File: src/rtl/decoding_stage.sv
// Decode/execute stage of the 16-bit pipeline: 8x16 register file with a
// write-back port, two bypassed read ports, one ALU op and a registered result.
module decoding_stage (
  input  logic        clk,
  input  logic        reset,
  input  logic [2:0]  write_addr,
  input  logic [15:0] write_data,
  input  logic [15:0] instruction,
  input  logic        write_en,
  output logic [15:0] result
);

  localparam int DATA_W = 16;
  localparam int REGS   = 8;

  typedef enum logic [4:0] {
    OP_NOP = 5'b00000,
    OP_NOT = 5'b00001,
    OP_INC = 5'b00010,
    OP_DEC = 5'b00011,
    OP_MOV = 5'b00100,
    OP_ADD = 5'b00101,
    OP_SUB = 5'b00110,
    OP_AND = 5'b00111,
    OP_OR  = 5'b01000,
    OP_XOR = 5'b01001,
    OP_SHL = 5'b01100,
    OP_SHR = 5'b01101,
    OP_LDI = 5'b01110
  } opcode_e;

  // Arithmetic is modulo 2^16; shifts are logical with zero fill.
  function automatic logic [DATA_W-1:0] alu(input logic [4:0]        op,
                                            input logic [DATA_W-1:0] a,
                                            input logic [DATA_W-1:0] b,
                                            input logic [4:0]        imm);
    logic [DATA_W-1:0] f;
    f = '0;
    case (op)
      OP_NOT:  f = ~a;
      OP_INC:  f = a + 16'd1;
      OP_DEC:  f = a - 16'd1;
      OP_MOV:  f = a;
      OP_ADD:  f = a + b;
      OP_SUB:  f = a - b;
      OP_AND:  f = a & b;
      OP_OR:   f = a | b;
      OP_XOR:  f = a ^ b;
      OP_SHL:  f = a << imm[3:0];
      OP_SHR:  f = a >> imm[3:0];
      OP_LDI:  f = {11'd0, imm};
      default: f = '0;
    endcase
    return f;
  endfunction

  logic [DATA_W-1:0] regs [REGS];
  logic [4:0]        opcode_p0;
  logic [2:0]        rs1_p0;
  logic [2:0]        rs2_p0;
  logic [4:0]        imm_p0;
  logic [DATA_W-1:0] op_a_p0;
  logic [DATA_W-1:0] op_b_p0;
  logic [DATA_W-1:0] f_p0;
  logic [DATA_W-1:0] result_p1;

  assign opcode_p0 = instruction[15:11];
  assign rs1_p0    = instruction[10:8];
  assign rs2_p0    = instruction[7:5];
  assign imm_p0    = instruction[4:0];

  // Same-cycle write-back is forwarded so the operand never sees a stale value.
  always_comb begin
    op_a_p0 = regs[rs1_p0];
    op_b_p0 = regs[rs2_p0];
    if (write_en && (write_addr == rs1_p0)) op_a_p0 = write_data;
    if (write_en && (write_addr == rs2_p0)) op_b_p0 = write_data;
  end

  assign f_p0 = alu(opcode_p0, op_a_p0, op_b_p0, imm_p0);

  always_ff @(posedge clk or posedge reset) begin
    if (reset) begin
      for (int i = 0; i < REGS; i++) regs[i] <= '0;
    end else if (write_en) begin
      regs[write_addr] <= write_data;
    end
  end

  // ---- stage boundary p0 -> p1 ----
  always_ff @(posedge clk or posedge reset) begin
    if (reset) result_p1 <= '0;
    else       result_p1 <= f_p0;
  end

  assign result = result_p1;

endmodule

File: config.mk
export PLATFORM = sky130hd
export DESIGN_NAME = decoding_stage
export DESIGN_NICKNAME = d
export VERILOG_FILES = /design/src/rtl/decoding_stage.sv
export SDC_FILE = /design/constraint.sdc
export NUM_CORES = 1
export LEC_CHECK = 0
export ABC_AREA = 1
export CORE_MARGIN = 4
export CORE_UTILIZATION = 66
export CTS_CLUSTER_SIZE = 12
export DETAILED_ROUTE_END_ITERATION = 8
export DONT_BUFFER_PORTS = 1
export PLACE_DENSITY = 0.82
export SLEW_MARGIN = 30
export SYNTH_ARGS = -nofsm -noshare
export SYNTH_HDL_FRONTEND = slang
export SYNTH_SLANG_ARGS = --single-unit
File: constraint.sdc
create_clock -name clk -period 5.6 [get_ports clk]
set_input_delay 0.56 -clock clk [delete_from_list [all_inputs] [get_ports clk]]
set_output_delay 0.56 -clock clk [all_outputs]
set_load 0.03 [all_outputs]
==> impl_metrics.py, run 1 <==
metrics = {
    "synth": {
        "synthAdderAreaFrac_pct": 5.40,
        "synth-edff-count": 0,
        "ys_warn_count": 0,
        "synth_flop_cell": "dfrtp_1",
        "synth_top_family_by_area": "simple AND/OR/NAND/NOR gates",
        "synth.area.mux_share_pct": 0,
        "synthXorXnorAreaFrac_pct": 0.381,
        "yosysTopAreaCellShare_pct": 31.4,
        "synth_commonest_cells": "nand2_1 (507), o21ai_0 (246), inv_1 (180)",
        "synthesis.area_um2": 11500,
        "syn_area_per_cell_um2": 6.46,
        "synthArstFlopShare_pct": 100,
        "ys_seq_area_share_pct": 31.4,
        "synthDistinctLibCells": 47,
        "yosysTopAreaCell": "dfrtp_1",
        "ys_ff_latch": 144,
        "synth_area_leaders": "dfrtp_1 (31%), nand2_1 (17%), o21ai_0 (11%), nand3_1 (7.8%), inv_1 (5.9%)",
        "syn_inst": 1779,
        "synth_most_common_cell": "nand2_1",
        "syn-num-nets": 1866,
        "synth_compound_area_share_pct": 21.6,
        "yosys.area_share.simple_pct": 30.9,
    },
    "finish": {
        "fillers": 1432,
        "drive_gt1_share_pct": 6.06,
        "n_antenna_cell": 0,
        "fin_nets": 1806,
        "multi_input_comb_area_um2": 6720,
        "area_delta_synth_final_pct": 5.05,
        "design_area_um2": 12100,
        "regArea_um2": 3600,
    },
    "placed_design": {
        "gp_congestion": 1.04,
        "place_hpwl_um": 27100,
        "placed_area_um2": 11500,
        "io_buffers": 0,
        "pre_cts_ws_ps": 1010,
    },
    "clock_tree": {
        "insertion_delay_ps": 450,
        "cts_resized": 0,
        "cts_tree": "done",
        "postCtsSetupBuffers": 0,
        "cts_buffers": 17,
        "cts_sinks": 144,
        "cts_hold_buf": 0,
        "path_clk_slew_ps": 70,
        "cts.htree.levels": 4,
        "ctsRootBufferMaster": "clkbuf_16",
        "clock_path_buffers": 2,
    },
    "status": {
        "status": "completed",
    },
    "pwr": {
        "ir_drop_v": 0.000257,
        "leakagePower_nw": 5.99,
        "powerDensity_nw_per_um2": 297,
        "total_power_mw": 3.58,
    },
    "die": {
        "dieArea_um2": 19600,
        "rows": 47,
        "ios": 54,
        "core_area_um2": 16800,
        "start_util_pct": 68.3,
        "die_y_um": 140,
        "die_x_um": 140,
    },
    "timing": {
        "holdWs_ps": 119,
        "worst_pin_slew_ps": 1070,
        "setup_ws_ps": 1360,
        "fmax_ghz": 0.236,
        "finalHoldViolCount": 0,
        "skew_ps": 8.98,
        "finalMaxSlewViolations": 0,
        "setup_tns_ps": 0,
        "rsz0062_at_grt": "no",
        "fin_crit_sh_pct": 75.7,
        "setup_viol": 0,
        "slew_headroom_pct": 27.2,
        "min_period_ps": 4240,
    },
    "grt": {
        "grt_overflow": 0,
        "grt_pass1_wl_um": 63700,
        "first_global_vias": 11872,
        "antenna_found_initial": 1,
        "grt_max_degree": 92,
        "grt_usage_pct": 40.7,
    },
    "route": {
        "dr.first_iter.drc_count": 1979,
        "drc_errors": 0,
        "viasPerCell": 6.54,
        "ant_nets": 0,
        "drt-total-wl_um": 40300,
        "via_count": 12775,
        "first_pass_iters": 7,
        "wl_per_cell_um": 20.6,
    },
    "worst_setup_path": {
        "required_ps": 5890,
        "critPathLaunchType": "input port",
        "path_class": "input port to register",
        "worstPathArrival_ps": 4530,
        "reg2regPathDepth": 22,
        "cp_max_fo": 85,
        "cp-end-kind": "register",
        "timing.rr.start": "regs[113]",
        "reg2reg_slack_ps": 1630,
        "rr_endpoint": "result[9]",
    },
    "hold_path": {
        "hold_class": "input port to async pin",
    },
    "flow_run": {
        "maxCapViolCount": 0,
    },
}
[state kept, by name (all words and copies together) (netlist names)]
signal	count
result	16
regs	128
[worst max-delay path by stage]
| stage | start | endpoint | slack, ps | cells after the start |
|---|---|---|---|---|
| finish | instruction[5] | result[9] | 1360 | 23 |
| detailed placement | instruction[5] | result[9] | 1010 | 23 |
| floorplan | reset | regs[0] | 1170 | 1 |
| global route | instruction[5] | result[9] | 950 | 23 |
| global placement | instruction[5] | result[9] | 1130 | 23 |
| CTS | instruction[5] | result[9] | 1490 | 23 |
[cells by family (layout without fill, tap and decap cells)]
family                     count (synthesis)  count (layout)
xor gates and xnor gates                   5               5
AOI/OAI and AO/OA                        445             445
adders and majority gates                 49              49
and+or+nand+nor                          843             843
DFF                                      144             144
buffers and inverters                    293             246
[cell usage in the layout, fill, tap and decap left out, drive strengths merged, types with 3 or more instances in the layout]
cell and count:
nand3 183, o211ai 38, a31oi 12, buf 20, clkbuf 18, or2 3
nand2 520, o21ai 269, clkinv 11, nor2 110, nor3 12, a2111oi 3
xnor2 3, a21o 3, inv 196, ha 48, a21oi 91, nand4 12
o2111ai 3, dfrtp 144, a221oi 8, a211oi 5
[per-stage QoR]
| stage | util (%) | cells |
|---|---|---|
| after floorplan | - | 1779 |
| after global placement | 68.2 | 1920 |
| after detailed placement | 68.2 | 1920 |
| after CTS | 71.7 | 1952 |
| after global routing | 71.8 | 1952 |
| final | 71.8 | 1952 |
[worst max-delay path, cell delays in order]
cell and delay, ps:
inv_2 180, nor2_1 60, nor2_1 190, nand2_4 240, inv_4 260, nand2_1 70
nand2_1 140, inv_1 80, ha_1 210, nand2_1 150, nor3_1 90, o31ai_1 230
inv_1 60, ha_1 370, nand2_1 90, nor3_1 210, nor2_1 110, o21ai_0 430
nand3_1 130, nand2_1 150, a21oi_1 80, a221oi_1 290, nand3_1 130
[layer usage]
layer / track usage, % / wire, µm / share of wire, %
met1: 56.6 / 15800 / 39
met2: 58.2 / 16700 / 41
met3: 13.7 / 6110 / 15
met4: 17.0 / 1690 / 4.2
met5: 0 / 0 / 0
[area by class of cell]
cell class                      count  area share, %
Tap cell                          220           2.28
Timing Repair Buffer               20           1.24
Sequential cell                   144           29.9
Multi-Input combinational cell   1342           55.7
Inverter                          194           6.12
Clock inverter                     14           1.19
Clock buffer                       18           3.64
[report_power, final]
| group | leakage (nW) | internal, mW | switching, mW | total (mW) |
|---|---|---|---|---|
| sequential | 1.82 | 1.23 | 0.160 | 1.39 |
| combinational | 3.88 | 0.335 | 0.698 | 1.03 |
| clock | 0.292 | 0.639 | 0.522 | 1.16 |
Power figures use the tool's default switching activity.
==> run 2, diff against run 1 <==
--- a/config.mk
+++ b/config.mk
@@ -7,11 +7,11 @@
 export LEC_CHECK = 0
 export ABC_AREA = 1
 export CORE_MARGIN = 4
-export CORE_UTILIZATION = 66
+export CORE_UTILIZATION = 59
 export CTS_CLUSTER_SIZE = 12
 export DETAILED_ROUTE_END_ITERATION = 8
 export DONT_BUFFER_PORTS = 1
-export PLACE_DENSITY = 0.82
+export PLACE_DENSITY = 0.78
 export SLEW_MARGIN = 30
 export SYNTH_ARGS = -nofsm -noshare
 export SYNTH_HDL_FRONTEND = slang
==> constraint.sdc (replaced) <==
create_clock -name clk -period 3.8 [get_ports clk]
set_input_delay 0.38 -clock clk [delete_from_list [all_inputs] [get_ports clk]]
set_output_delay 0.38 -clock clk [all_outputs]
set_load 0.03 [all_outputs]
==> impl_metrics.py, run 2 (synthesized netlist as in run 1, its figures left out) <==
metrics = {
    "flow_run": {
        "maxCapViolCount": 0,
    },
    "placed_design": {
        "placed_area_um2": 11700,
        "pre_cts_ws_ps": 72.5,
        "io_buffers": 0,
        "place_hpwl_um": 26100,
        "gp_congestion": 1.06,
    },
    "worst_setup_path": {
        "cp-end-kind": "register",
        "crit_slowest_cell": "a2111oi_0",
        "worstPathArrival_ps": 3750,
        "cp_max_fo": 4,
        "critPathLaunchType": "register",
        "critical-path-max-stage-delay_ps": 570,
        "crit_top_cell": "nor2_1",
        "required_ps": 4010,
        "path_cells": "nor2_1 > nor2_1 > o21ai_0 > nand3_1 > nand3_1 > nand2_1 > inv_1 > ha_1 > a221oi_1 > buf_4 > fa_1 > xnor2_1 > nor2_1 > a2111oi_0 > nand4_1",
        "path_class": "register to register",
    },
    "die": {
        "die_y_um": 148,
        "start_util_pct": 60.6,
        "core_area_um2": 19000,
        "dieArea_um2": 21800,
        "die_x_um": 148,
        "rows": 50,
        "ios": 54,
    },
    "clock_tree": {
        "clock_path_buffers": 2,
        "ctsRootBufferMaster": "clkbuf_16",
        "cts_buffers": 17,
        "cts_tree": "done",
        "cts.htree.levels": 4,
        "cts_sinks": 144,
        "insertion_delay_ps": 440,
        "path_clk_slew_ps": 70,
        "postCtsSetupBuffers": 0,
    },
    "route": {
        "viasPerCell": 6.20,
        "via_count": 12509,
        "drt-total-wl_um": 37500,
        "ant_nets": 0,
        "wl_per_cell_um": 18.6,
        "drc_errors": 2,
        "routed-wl-met2_um": 16900,
        "met3_length_um": 3910,
        "wl_met1_um": 15300,
        "first_pass_iters": 9,
        "dr.max_layer_used": "met4",
        "dr.first_iter.drc_count": 1494,
    },
    "timing": {
        "fin_crit_sh_pct": 93.1,
        "min_period_ps": 3540,
        "worst_pin_slew_ps": 927,
        "setup_ws_ps": 261,
        "fmax_ghz": 0.283,
        "slew_headroom_pct": 38.1,
        "finalHoldViolCount": 0,
        "skew_ps": 16.6,
        "finalMaxSlewViolations": 0,
        "setup_tns_ps": 0,
        "setup_viol": 0,
    },
    "pwr": {
        "powerDensity_nw_per_um2": 432,
        "p_int_mw": 3.35,
        "total_power_mw": 5.36,
        "ir_drop_v": 0.000339,
        "switching_share_pct": 37.5,
        "leakagePower_nw": 6.12,
        "share_comb_of_total_power_pct": 28.5,
        "pwr-share-seq_pct": 38.0,
        "p_switching_mw": 2.01,
        "p_clk_share_pct": 33.5,
    },
    "status": {
        "status": "finished, violations left",
        "violations": "DRC",
    },
    "grt": {
        "antenna_found_initial": 0,
        "grt_max_degree": 86,
        "grt_pass1_wl_um": 60700,
        "grt_usage_pct": 34.5,
        "grt_overflow": 0,
        "first_global_vias": 11557,
    },
    "finish": {
        "layout_commonest_cell": "nand2_1",
        "fin_nets": 1833,
        "n_antenna_cell": 0,
        "fillers": 1765,
        "largest_reg_flops": 128,
        "area_delta_synth_final_pct": 7.97,
        "drive_gt1_share_pct": 7.79,
        "design_area_um2": 12400,
        "regArea_um2": 3600,
        "final_cell_mix": "nand2_1 (504), o21ai_0 (244), inv_1 (179), nand3_1 (179), dfrtp_1 (144)",
        "multi_input_comb_area_um2": 6750,
        "post-route-util_pct": 65.4,
        "top_register": "regs",
    },
    "hold_path": {
        "hold_class": "input port to register",
    },
}
## run 2: cell types whose count changed in the layout (fill, tap and decap cells not counted), moves of 2 or more
cell | previous run | this run
a21oi_2 | 0 | 2
clkinvlp_4 | 0 | 2
o21ai_1 | 13 | 15
nand2_2 | 13 | 15
a21oi_1 | 91 | 89
clkinv_2 | 2 | 0
ha_4 | 0 | 2
buf_4 | 20 | 45
nand2_1 | 506 | 504
clkinv_8 | 0 | 2
o21ai_0 | 246 | 244
ha_1 | 48 | 46
## run 2: final timing paths
path                          startpoint         end  slack, ps  depth (start not counted)
min                        write_data[5]     regs[5]         60                          2
max                             regs[80]   result[2]        260                         15
max reg2reg                     regs[80]   result[2]        260                         15
max in group asynchronous          reset  result[15]       2350                          3
min in group asynchronous          reset    regs[77]        530                          2
min reg2reg                     regs[50]    regs[50]        480                          2
## run 2: layout make-up
cell class,count,area share (%)
flip-flops and latches,144,29.1
inverters,194,5.94
well taps,260,2.62
clock inverters,15,1.57
repair buffers,47,2.97
multi-input cells,1342,54.4
clock buffers,17,3.43
## run 2: power by group through the flow
stage / registers (mW) / clock network (mW) / logic (mW)
final: 2.04 / 1.79 / 1.53
after global routing: 2.07 / 1.87 / 1.74
after CTS: 2.03 / 1.81 / 1.49
after detailed placement: 2.05 / 0 / 1.48
after global placement: 2.05 / 0 / 1.44
after floorplan: 2.01 / 0 / 1.16
## run 2: critical path, delay by kind of cell (launching register included)
family | cells | cell delay (ps)
AO/OA/AOI/OAI | 3 | 1110
AND/OR/NAND/NOR | 7 | 790
adder cells (fa/ha/maj) | 2 | 580
flip-flops | 1 | 420
buffers and inverters | 2 | 260
XOR/XNOR | 1 | 150
## run 2: what timing repair did
item                                    in CTS  in global routing
gates resized for setup                      0                  6
endpoints found under the setup margin       0                  6
hold buffers                                 1                  0
hold endpoints to repair                    27                  0
## run 2: layer usage
layer | global-route usage (%) | vias to the layer above
met5 | 0 | -
met4 | 13.3 | 0
met3 | 6.47 | 138
met2 | 53.6 | 770
met1 | 48.1 | 5767
li1 | - | 5834
## run 2: stage by stage
step / hold slack (ps) / cells
2_1_floorplan: 453 / 1779
3_3_place_gp: 378 / 1986
3_5_place_dp: 383 / 1986
4_1_cts: 58.0 / 2019
5_1_grt: 60.6 / 2019
6_report: 58.7 / 2019
